$ cat src/rtl/cipher_arbiter.sv
// Round-robin arbiter sharing one block-cipher core between NUM_REQ requesters.
// One transaction at a time: accept, start the core, wait for done or timeout, respond.
module cipher_arbiter #(
  parameter int NUM_REQ    = 4,
  parameter int BLOCK_SIZE = 64,
  parameter int KEY_SIZE   = 64,
  parameter int TIMEOUT    = 1023,
  parameter int ID_W       = 2
) (
  input  logic                           clk,
  input  logic                           reset,
  input  logic [NUM_REQ-1:0]             req_valid,
  output logic [NUM_REQ-1:0]             req_ready,
  input  logic [NUM_REQ*KEY_SIZE-1:0]    req_key,
  input  logic [NUM_REQ*BLOCK_SIZE-1:0]  req_data,
  output logic [NUM_REQ-1:0]             rsp_valid,
  input  logic [NUM_REQ-1:0]             rsp_ready,
  output logic [BLOCK_SIZE-1:0]          rsp_data,
  output logic                           rsp_err,
  output logic                           cipher_start,
  output logic [KEY_SIZE-1:0]            cipher_key,
  output logic [BLOCK_SIZE-1:0]          cipher_pt,
  input  logic [BLOCK_SIZE-1:0]          cipher_ct,
  input  logic                           cipher_done,
  output logic                           busy,
  output logic [ID_W-1:0]                grant_id
);

  localparam int TIMER_W = $clog2(TIMEOUT);

  typedef enum logic [1:0] {IDLE, ISSUE, WAIT, RESP} state_e;

  state_e                state_q, state_d;
  logic [ID_W-1:0]       last_grant_q, last_grant_d;
  logic [ID_W-1:0]       owner_q, owner_d;
  logic [KEY_SIZE-1:0]   key_q, key_d;
  logic [BLOCK_SIZE-1:0] pt_q, pt_d;
  logic [TIMER_W-1:0]    timer_q, timer_d;
  logic [BLOCK_SIZE-1:0] rsp_data_q, rsp_data_d;
  logic                  rsp_err_q, rsp_err_d;

  logic [KEY_SIZE-1:0]   key_arr  [NUM_REQ];
  logic [BLOCK_SIZE-1:0] data_arr [NUM_REQ];
  logic [ID_W-1:0]       winner;
  logic                  found;
  logic [ID_W:0]         cand;

  for (genvar g = 0; g < NUM_REQ; g++) begin : g_unpack
    assign key_arr[g]  = req_key[g*KEY_SIZE +: KEY_SIZE];
    assign data_arr[g] = req_data[g*BLOCK_SIZE +: BLOCK_SIZE];
  end

  // Search starts one past the last owner and wraps, giving round-robin fairness.
  always_comb begin
    winner = '0;
    found  = 1'b0;
    cand   = '0;
    for (int k = 1; k <= NUM_REQ; k++) begin
      cand = {1'b0, last_grant_q} + (ID_W+1)'(k);
      if (cand >= (ID_W+1)'(NUM_REQ)) cand = cand - (ID_W+1)'(NUM_REQ);
      if (!found && req_valid[cand[ID_W-1:0]]) begin
        found  = 1'b1;
        winner = cand[ID_W-1:0];
      end
    end
  end

  always_ff @(posedge clk or posedge reset) begin
    if (reset) begin
      state_q      <= IDLE;
      last_grant_q <= ID_W'(NUM_REQ-1);
      owner_q      <= '0;
      key_q        <= '0;
      pt_q         <= '0;
      timer_q      <= '0;
      rsp_data_q   <= '0;
      rsp_err_q    <= 1'b0;
    end else begin
      state_q      <= state_d;
      last_grant_q <= last_grant_d;
      owner_q      <= owner_d;
      key_q        <= key_d;
      pt_q         <= pt_d;
      timer_q      <= timer_d;
      rsp_data_q   <= rsp_data_d;
      rsp_err_q    <= rsp_err_d;
    end
  end

  always_comb begin
    state_d      = state_q;
    last_grant_d = last_grant_q;
    owner_d      = owner_q;
    key_d        = key_q;
    pt_d         = pt_q;
    timer_d      = timer_q;
    rsp_data_d   = rsp_data_q;
    rsp_err_d    = rsp_err_q;
    case (state_q)
      IDLE: begin
        if (found) begin
          owner_d = winner;
          key_d   = key_arr[winner];
          pt_d    = data_arr[winner];
          state_d = ISSUE;
        end
      end
      ISSUE: begin
        timer_d = '0;
        state_d = WAIT;
      end
      WAIT: begin
        // A done arriving on the timeout cycle still counts as success.
        if (cipher_done) begin
          rsp_data_d = cipher_ct;
          rsp_err_d  = 1'b0;
          state_d    = RESP;
        end else if (timer_q == TIMER_W'(TIMEOUT-1)) begin
          rsp_data_d = '0;
          rsp_err_d  = 1'b1;
          state_d    = RESP;
        end else begin
          timer_d = timer_q + 1'b1;
        end
      end
      RESP: begin
        if (rsp_ready[owner_q]) begin
          last_grant_d = owner_q;
          state_d      = IDLE;
        end
      end
      default: state_d = IDLE;
    endcase
  end

  always_comb begin
    req_ready    = '0;
    rsp_valid    = '0;
    cipher_start = 1'b0;
    busy         = (state_q != IDLE);
    grant_id     = '0;
    if (state_q == IDLE && found) req_ready = NUM_REQ'(1) << winner;
    if (state_q == RESP) rsp_valid = NUM_REQ'(1) << owner_q;
    if (state_q == ISSUE) cipher_start = 1'b1;
    if (state_q != IDLE) grant_id = owner_q;
  end

  assign rsp_data   = rsp_data_q;
  assign rsp_err    = rsp_err_q;
  assign cipher_key = key_q;
  assign cipher_pt  = pt_q;

endmodule

$ cat config.mk
export PLATFORM = sky130hd
export DESIGN_NAME = cipher_arbiter
export DESIGN_NICKNAME = d
export VERILOG_FILES = /design/src/rtl/cipher_arbiter.sv
export SDC_FILE = /design/constraint.sdc
export NUM_CORES = 1
export LEC_CHECK = 0
export ABC_CLOCK_PERIOD_IN_PS = 14200
export CAP_MARGIN = 10
export CORE_AREA = 8 8 301 303
export CTS_CLUSTER_SIZE = 10
export DETAILED_ROUTE_END_ITERATION = 16
export DIE_AREA = 0 0 309 311
export PLACE_DENSITY = 0.46
export SLEW_MARGIN = 20
export SYNTH_ARGS = -nofsm -noshare
export SYNTH_HDL_FRONTEND = slang
export SYNTH_SLANG_ARGS = --single-unit
$ cat constraint.sdc
create_clock -name clk -period 14.2 [get_ports clk]
set_input_delay 2.13 -clock clk [delete_from_list [all_inputs] [get_ports clk]]
set_output_delay 2.13 -clock clk [all_outputs]
set_load 0.005 [all_outputs]
==> run_results.csv <==
group,metric,value,unit
power,intPower,2.287,mW
die,design.core.area,85940,µm²
clock_tree,cts_inserted_buffers,28,
synthesis,netlist_area,11420,µm²
die,design.die.area,96100,µm²
timing,fin_crit,6519,ps
power,p_switching,1.502,mW
timing,post-route-period-util,45.91,%
die,die-height,311,µm
setup_path,endpoint_kind,"primary output",
power,p_leak,7.935,nW
grt,grt_pass1_wl,99.66,mm
detailed_routing,route.vias.total,12880,
synthesis,netlist_instances,1156,
synthesis,ys_seq_area_share,45.82,%
power,cellPowerDensity,178.6,nW/µm²
clock_tree,clock_latency,580,ps
detailed_routing,routed_via_density,4.218,
synthesis,synth_cell_types,53,
die,start_util,13.29,%
placement,postPlaceCellArea,20360,µm²
grt,grt_pass1_vias,13840,
die,pin_count,792,
setup_path,start_kind,"primary input",
min_path,hold_path_class,"reg2reg",
timing,rsz0062_at_grt,"false",
detailed_routing,drt_wl_total,70.53,mm
synthesis,syn_avg_cell_area,9.879,µm²
synthesis,synthArstFlopShare,100.0,%
grt,antenna_found_initial,6,
clock_tree,htree_num_levels,1,
clock_tree,cts_resized,0,
detailed_routing,first_iter_violations,705,
placement,gp_congestion,0.9133,
placement,dp_hpwl,53.85,mm
final_layout,stdcell_area,21210,µm²
timing,clock_skew,11.45,ps
power,power.share.sequential,28.4,%
detailed_routing,ant_nets,0,
final_layout,final_cell_count_no_fill,3053,
clock_tree,clockBufferDepth,3,
die,die_w,309,µm
grt,track_usage,13.65,%
detailed_routing,drc_errors,0,
final_layout,layout_common_cells,"791 x clkdlybuf4s50_1, 207 x dfrtp_1, 145 x nand2_1, 137 x nor2_1, 132 x o21ai_0",
synthesis,synth_nets,1749,
synthesis,synth-seq-cells,209,
setup_path,path_max_fanout,15,
power,p_clk_share,17.9,%
clock_tree,cts_num_sinks,209,
clock_tree,ctsHoldBuffers,0,
synthesis,synth_edf_count,0,
timing,finalSetupViolations,0,
flow_run,drv_cap,0,
clock_tree,cts_tree,"built",
grt,grt.overflow.total,0,
clock_tree,postCtsSetupBuffers,0,
timing,finalHoldViolCount,0,
min_path,min_delay_path_depth,1,
final_layout,final_common_cell,"clkdlybuf4s50_1",
timing,setup_tns,0,ps
setup_path,crit_required,12070,ps
synthesis,ys_warn_count,0,
timing,slew_viol_final,0,
placement,dp_cells,3001,
detailed_routing,dr.pass1.iters,5,
final_layout,syn2layout_area_growth,85.76,%
final_layout,drive_gt1_share,9.335,%
clock_tree,clock-root-buffer,"clkbuf_16",
clock_tree,path_clk_slew,50,ps
outcome,outcome,"finished, final reports clean",
power,p_sw_share,39.64,%
die,row_count,108,
placement,portBuffers,791,
setup_path,critPathKind,"in2out",
setup_path,worst-endpoint-arrival,4390,ps
detailed_routing,wl_per_cell,23.10,µm
power,ir_drop,0.08100,mV
timing,slew_headroom,27.03,%
timing,worst_pin_slew,1094,ps
synthesis,synth_ff_type,"dfrtp_1",
power,combPwrFrac,53.8,%
timing,fmax,153.4,MHz
grt,grt_max_degree,91,
setup_path,reg2reg_depth,9,
final_layout,nets,2469,
cells by family (layout without fill, tap and decap cells):
kind of cell	Yosys count	in the layout	share of synthesized area [%]
DFF	209	209	45.82
other	0	2	0
adders and majority gates	6	6	0.6574
muxes	10	10	0.8984
and+or+nand+nor	318	318	11.35
AOI/OAI and AO/OA	483	483	35.18
buffers and inverters	130	870	6.092
cell type report:
class	instances	area, µm²
timing repair buffer	811	8080
multi-input combinational	817	5562
clock inverter	8	53.80
antenna	2	5.005
clock buffer	42	793.3
fill	9248	64730
sequential	209	5233
inverter	9	41.29
tap	1155	1445
cell usage after synthesis, types with 2 or more instances:
| master | count | share of area [%] |
|---|---|---|
| a21o_1 | 2 | 0.13 |
| a21oi_1 | 7 | 0.31 |
| a221oi_1 | 28 | 2.1 |
| a221oi_2 | 101 | 13 |
| a22o_1 | 64 | 4.9 |
| a311o_1 | 2 | 0.18 |
| a31oi_1 | 129 | 7.1 |
| a32o_1 | 2 | 0.18 |
| and2_1 | 3 | 0.16 |
| and3_1 | 4 | 0.22 |
| buf_2 | 18 | 0.79 |
| buf_4 | 13 | 0.85 |
| buf_6 | 18 | 1.8 |
| clkbuf_1 | 70 | 2.3 |
| dfrtp_1 | 207 | 45 |
| dfstp_2 | 2 | 0.46 |
| ha_1 | 6 | 0.66 |
| inv_1 | 9 | 0.30 |
| mux2_2 | 2 | 0.20 |
| mux2i_1 | 8 | 0.70 |
| nand2_1 | 145 | 4.8 |
| nand2b_1 | 6 | 0.33 |
| nand3_1 | 3 | 0.13 |
| nand4_1 | 3 | 0.16 |
| nor2_1 | 138 | 4.5 |
| nor2b_1 | 4 | 0.22 |
| nor3_1 | 4 | 0.18 |
| o21ai_0 | 133 | 5.8 |
metrics by stage:
step / hold slack (ps) / power, mW / util [%] / worst slack, ps
2_1_floorplan: 467.2 / 1.996 / - / 6364
6_report: 495.0 / 3.788 / 24.68 / 7681
5_1_grt: 508.3 / 4.047 / 24.68 / 7582
4_1_cts: 500.9 / 3.870 / 24.68 / 7671
3_3_place_gp: 478.9 / 3.137 / 23.69 / 7732
3_5_place_dp: 481.4 / 3.153 / 23.69 / 7699
power groups by stage:
stage / Clock, mW / Sequential (mW) / Combinational [mW]
floorplan: 0 / 1.06 / 0.938
global placement: 0 / 1.07 / 2.06
detailed placement: 0 / 1.08 / 2.07
CTS: 0.711 / 1.08 / 2.08
global route: 0.730 / 1.11 / 2.21
finish: 0.677 / 1.07 / 2.04
final timing paths:
path / slack (ps) / end / from
setup / recovery: 7680 / req_ready[0] / req_valid[3]
hold / removal: 500 / rsp_data[15] / rsp_data[15]
setup reg to reg: 10840 / cipher_key[26] / state_q[0]
hold reg to reg: 500 / rsp_data[15] / rsp_data[15]
max in group asynchronous: 9980 / cipher_pt[46] / reset
min in group asynchronous: 2020 / rsp_data[23] / reset
critical path, stage by stage:
cell             delay (ps)
clkdlybuf4s50_1         750
and3b_1                 230
a311o_2                 590
and2_1                  230
clkdlybuf4s50_1         440
sequential cells by signal (all words and copies together), names as in the netlist:
| register | cells |
|---|---|
| rsp_data | 64 |
| rsp_err | 1 |
| last_grant_q | 2 |
| timer_q | 10 |
| state_q | 2 |
| cipher_key | 64 |
| cipher_pt | 64 |
| owner_q | 2 |
layer usage:
layer  track usage, %  share of wire (%)  wire length [µm]  vias up
met5                0              0.018                13        -
met4            3.175                2.6              1821        2
met3            4.033                8.3              5883       77
met2            24.11                 49             34540      600
met1            16.09                 40             28270     6357
li1                 -                  -                 -     5841
Note: power is estimated with default switching activity, not from simulation.
==> RTL change (same flow settings) <==
`ID_W`: 2 -> 3.
--- a/src/rtl/cipher_arbiter.sv
+++ b/src/rtl/cipher_arbiter.sv
@@ -5,7 +5,7 @@
   parameter int BLOCK_SIZE = 64,
   parameter int KEY_SIZE   = 64,
   parameter int TIMEOUT    = 1023,
-  parameter int ID_W       = 2
+  parameter int ID_W       = 3
 ) (
   input  logic                           clk,
   input  logic                           reset,
Interface: changed (resized grant_id); port bits go from 792 to 793. The function was not compared with the original's and may differ.
==> RTL change against the original RTL <==
  * Via count fell by 13%
  * Setup slack got worse by 0.99 ns
  * Worst hold slack got worse by 0.016 ns
  * Synthesized area rose by 2.1%
  * Sequential cell count rose by 2
  * Routed wire length fell by 7.3%
  * Cell area rose by 2.1%
  * Power rose by 33%
  * Largest cell class unchanged
==> RTL change: results (changes against the original RTL) <==
stage;metric;value;unit;change
drt;route.met3.wl;5370;um;was 5880 um
final_layout;drive_above_1_share;0.163;;was 0.0934
final_layout;layout.cells.non_filler;2844;;was 3053
global_routing;grt_pass1_vias;12400;;was 13800
sta;clock_skew;0.00969;ns;was 0.0114 ns
synthesis;seq_area_frac_synth;0.453;;was 0.458
power;p_leak;8.16;nW;was 7.94 nW
critical_path;crit_fanout;46;;was 15
critical_path;worstPathArrival;5.38;ns;was 4.39 ns
critical_path;r2r_end;cipher_pt[37]$_DFFE_PP0P_;;was cipher_key[26]$_DFFE_PP0P_
final_layout;nNetsFinal;2262;;was 2469
critical_path;critPathMaxStageDelay;0.57;ns;was 0.75 ns
drt;vias;11100;;was 12900
sta;holdWs;0.479;ns;was 0.495 ns
global_routing;grt_pass1_wl;93000;um;was 99700 um
worst_hold_path;hold_path_end;timer_q[7]$_DFFE_PP0P_;;was rsp_data[15]$_DFFE_PP0P_
power;power_combinational;3.24;mW;was 2.04 mW
drt;wirelength;65400;um;was 70500 um
drt;drtIter0Drc;494;;was 705
global_routing;grt_max_degree;97;;was 91
synthesis;synth_nets;1504;;was 1749
power;switching_share;0.383;;was 0.396
clock_tree;numCtsBuffers;29;;was 28
place;io_buffers;792;;was 791
synthesis;synth.distinct_cells;52;;was 53
place;place_congestion;0.867;;was 0.913
drt;wl_met1;25400;um;was 28300 um
critical_path;cp_slowest_cell;buf_4;;was clkdlybuf4s50_1
global_routing;antenna_found_initial;13;;was 6
power;peakVddDrop;228;uV;was 81.0 uV
synthesis;synthArstFlopShare;1.00;;unchanged
run_status;outcome;complete, no violations;;unchanged
global_routing;grt_usage;0.130;;was 0.136
synthesis;ys_top_cells_by_count;dfrtp_1 (209), mux2_2 (107), nand2_1 (95);;was dfrtp_1 (207), nand2_1 (145), nor2_1 (138)
drt;dr_wl_met2;33400;um;was 34500 um
final_layout;fill_cells;9093;;was 9248
critical_path;reg2reg_from;last_grant_q[0]$_DFFE_PP1P_;;was state_q[0]$_DFFE_PP0P_
worst_hold_path;min_from;timer_q[7]$_DFFE_PP0P_;;was rsp_data[15]$_DFFE_PP0P_
synthesis;syn_inst;909;;was 1156
RTL change: cell count changes after synthesis, moves of 23 or more:
cell      before  now
o21ai_0      133   11
mux2_2         2  107
a221oi_2     101    0
mux4_2         0   89
a31oi_1      129   44
nor2_1       138   61
nand2_1      145   95
a22oi_1        1   43
a221oi_1      28    0
clkbuf_1      70   47
RTL change: area by class of cell:
type | count | area share
multi-input cells | 612 | 0.275
flip-flops and latches | 211 | 0.244
repair buffers | 804 | 0.371
inverters | 9 | 0.00191
diodes | 4 | 0.000462
clock buffers | 42 | 0.0381
well taps | 1155 | 0.0667
clock inverters | 7 | 0.00295
RTL change: cell families (layout without fill, tap and decap cells):
group	count (synthesis)	in the layout	share of synthesized area
muxes	226	226	0.307
DFF	211	211	0.453
and+or+nand+nor	192	192	0.0709
AOI/OAI and AO/OA	181	181	0.117
buffers and inverters	86	862	0.0402
adders and majority gates	8	8	0.00858
xor gates and xnor gates	5	5	0.00375
other	0	4	0
RTL change: how the worst max path moves through the flow:
stage          slack (ns)    startpoint                   endpoint  cells past startpoint
2_1_floorplan        6.31         reset  cipher_key[0]$_DFFE_PP0P_                      1
6_report             6.69  req_valid[2]               req_ready[3]                      9
4_1_cts              6.67  req_valid[2]               req_ready[3]                      9
5_1_grt              6.50  req_valid[2]               req_ready[2]                      9
3_5_place_dp         6.68  req_valid[2]               req_ready[3]                      9
3_3_place_gp         6.78  req_valid[2]               req_ready[3]                      9
RTL change: stage by stage:
stage,utilization,setup WS [ns]
2_1_floorplan,-,6.31
3_3_place_gp,0.242,6.78
3_5_place_dp,0.242,6.68
4_1_cts,0.252,6.67
5_1_grt,0.252,6.50
6_report,0.252,6.69
RTL change: metal layers:
layer,GRT usage,vias to the layer above
li1,-,5009
met1,0.148,5585
met2,0.234,481
met3,0.0433,58
met4,0.0259,10
met5,0,-
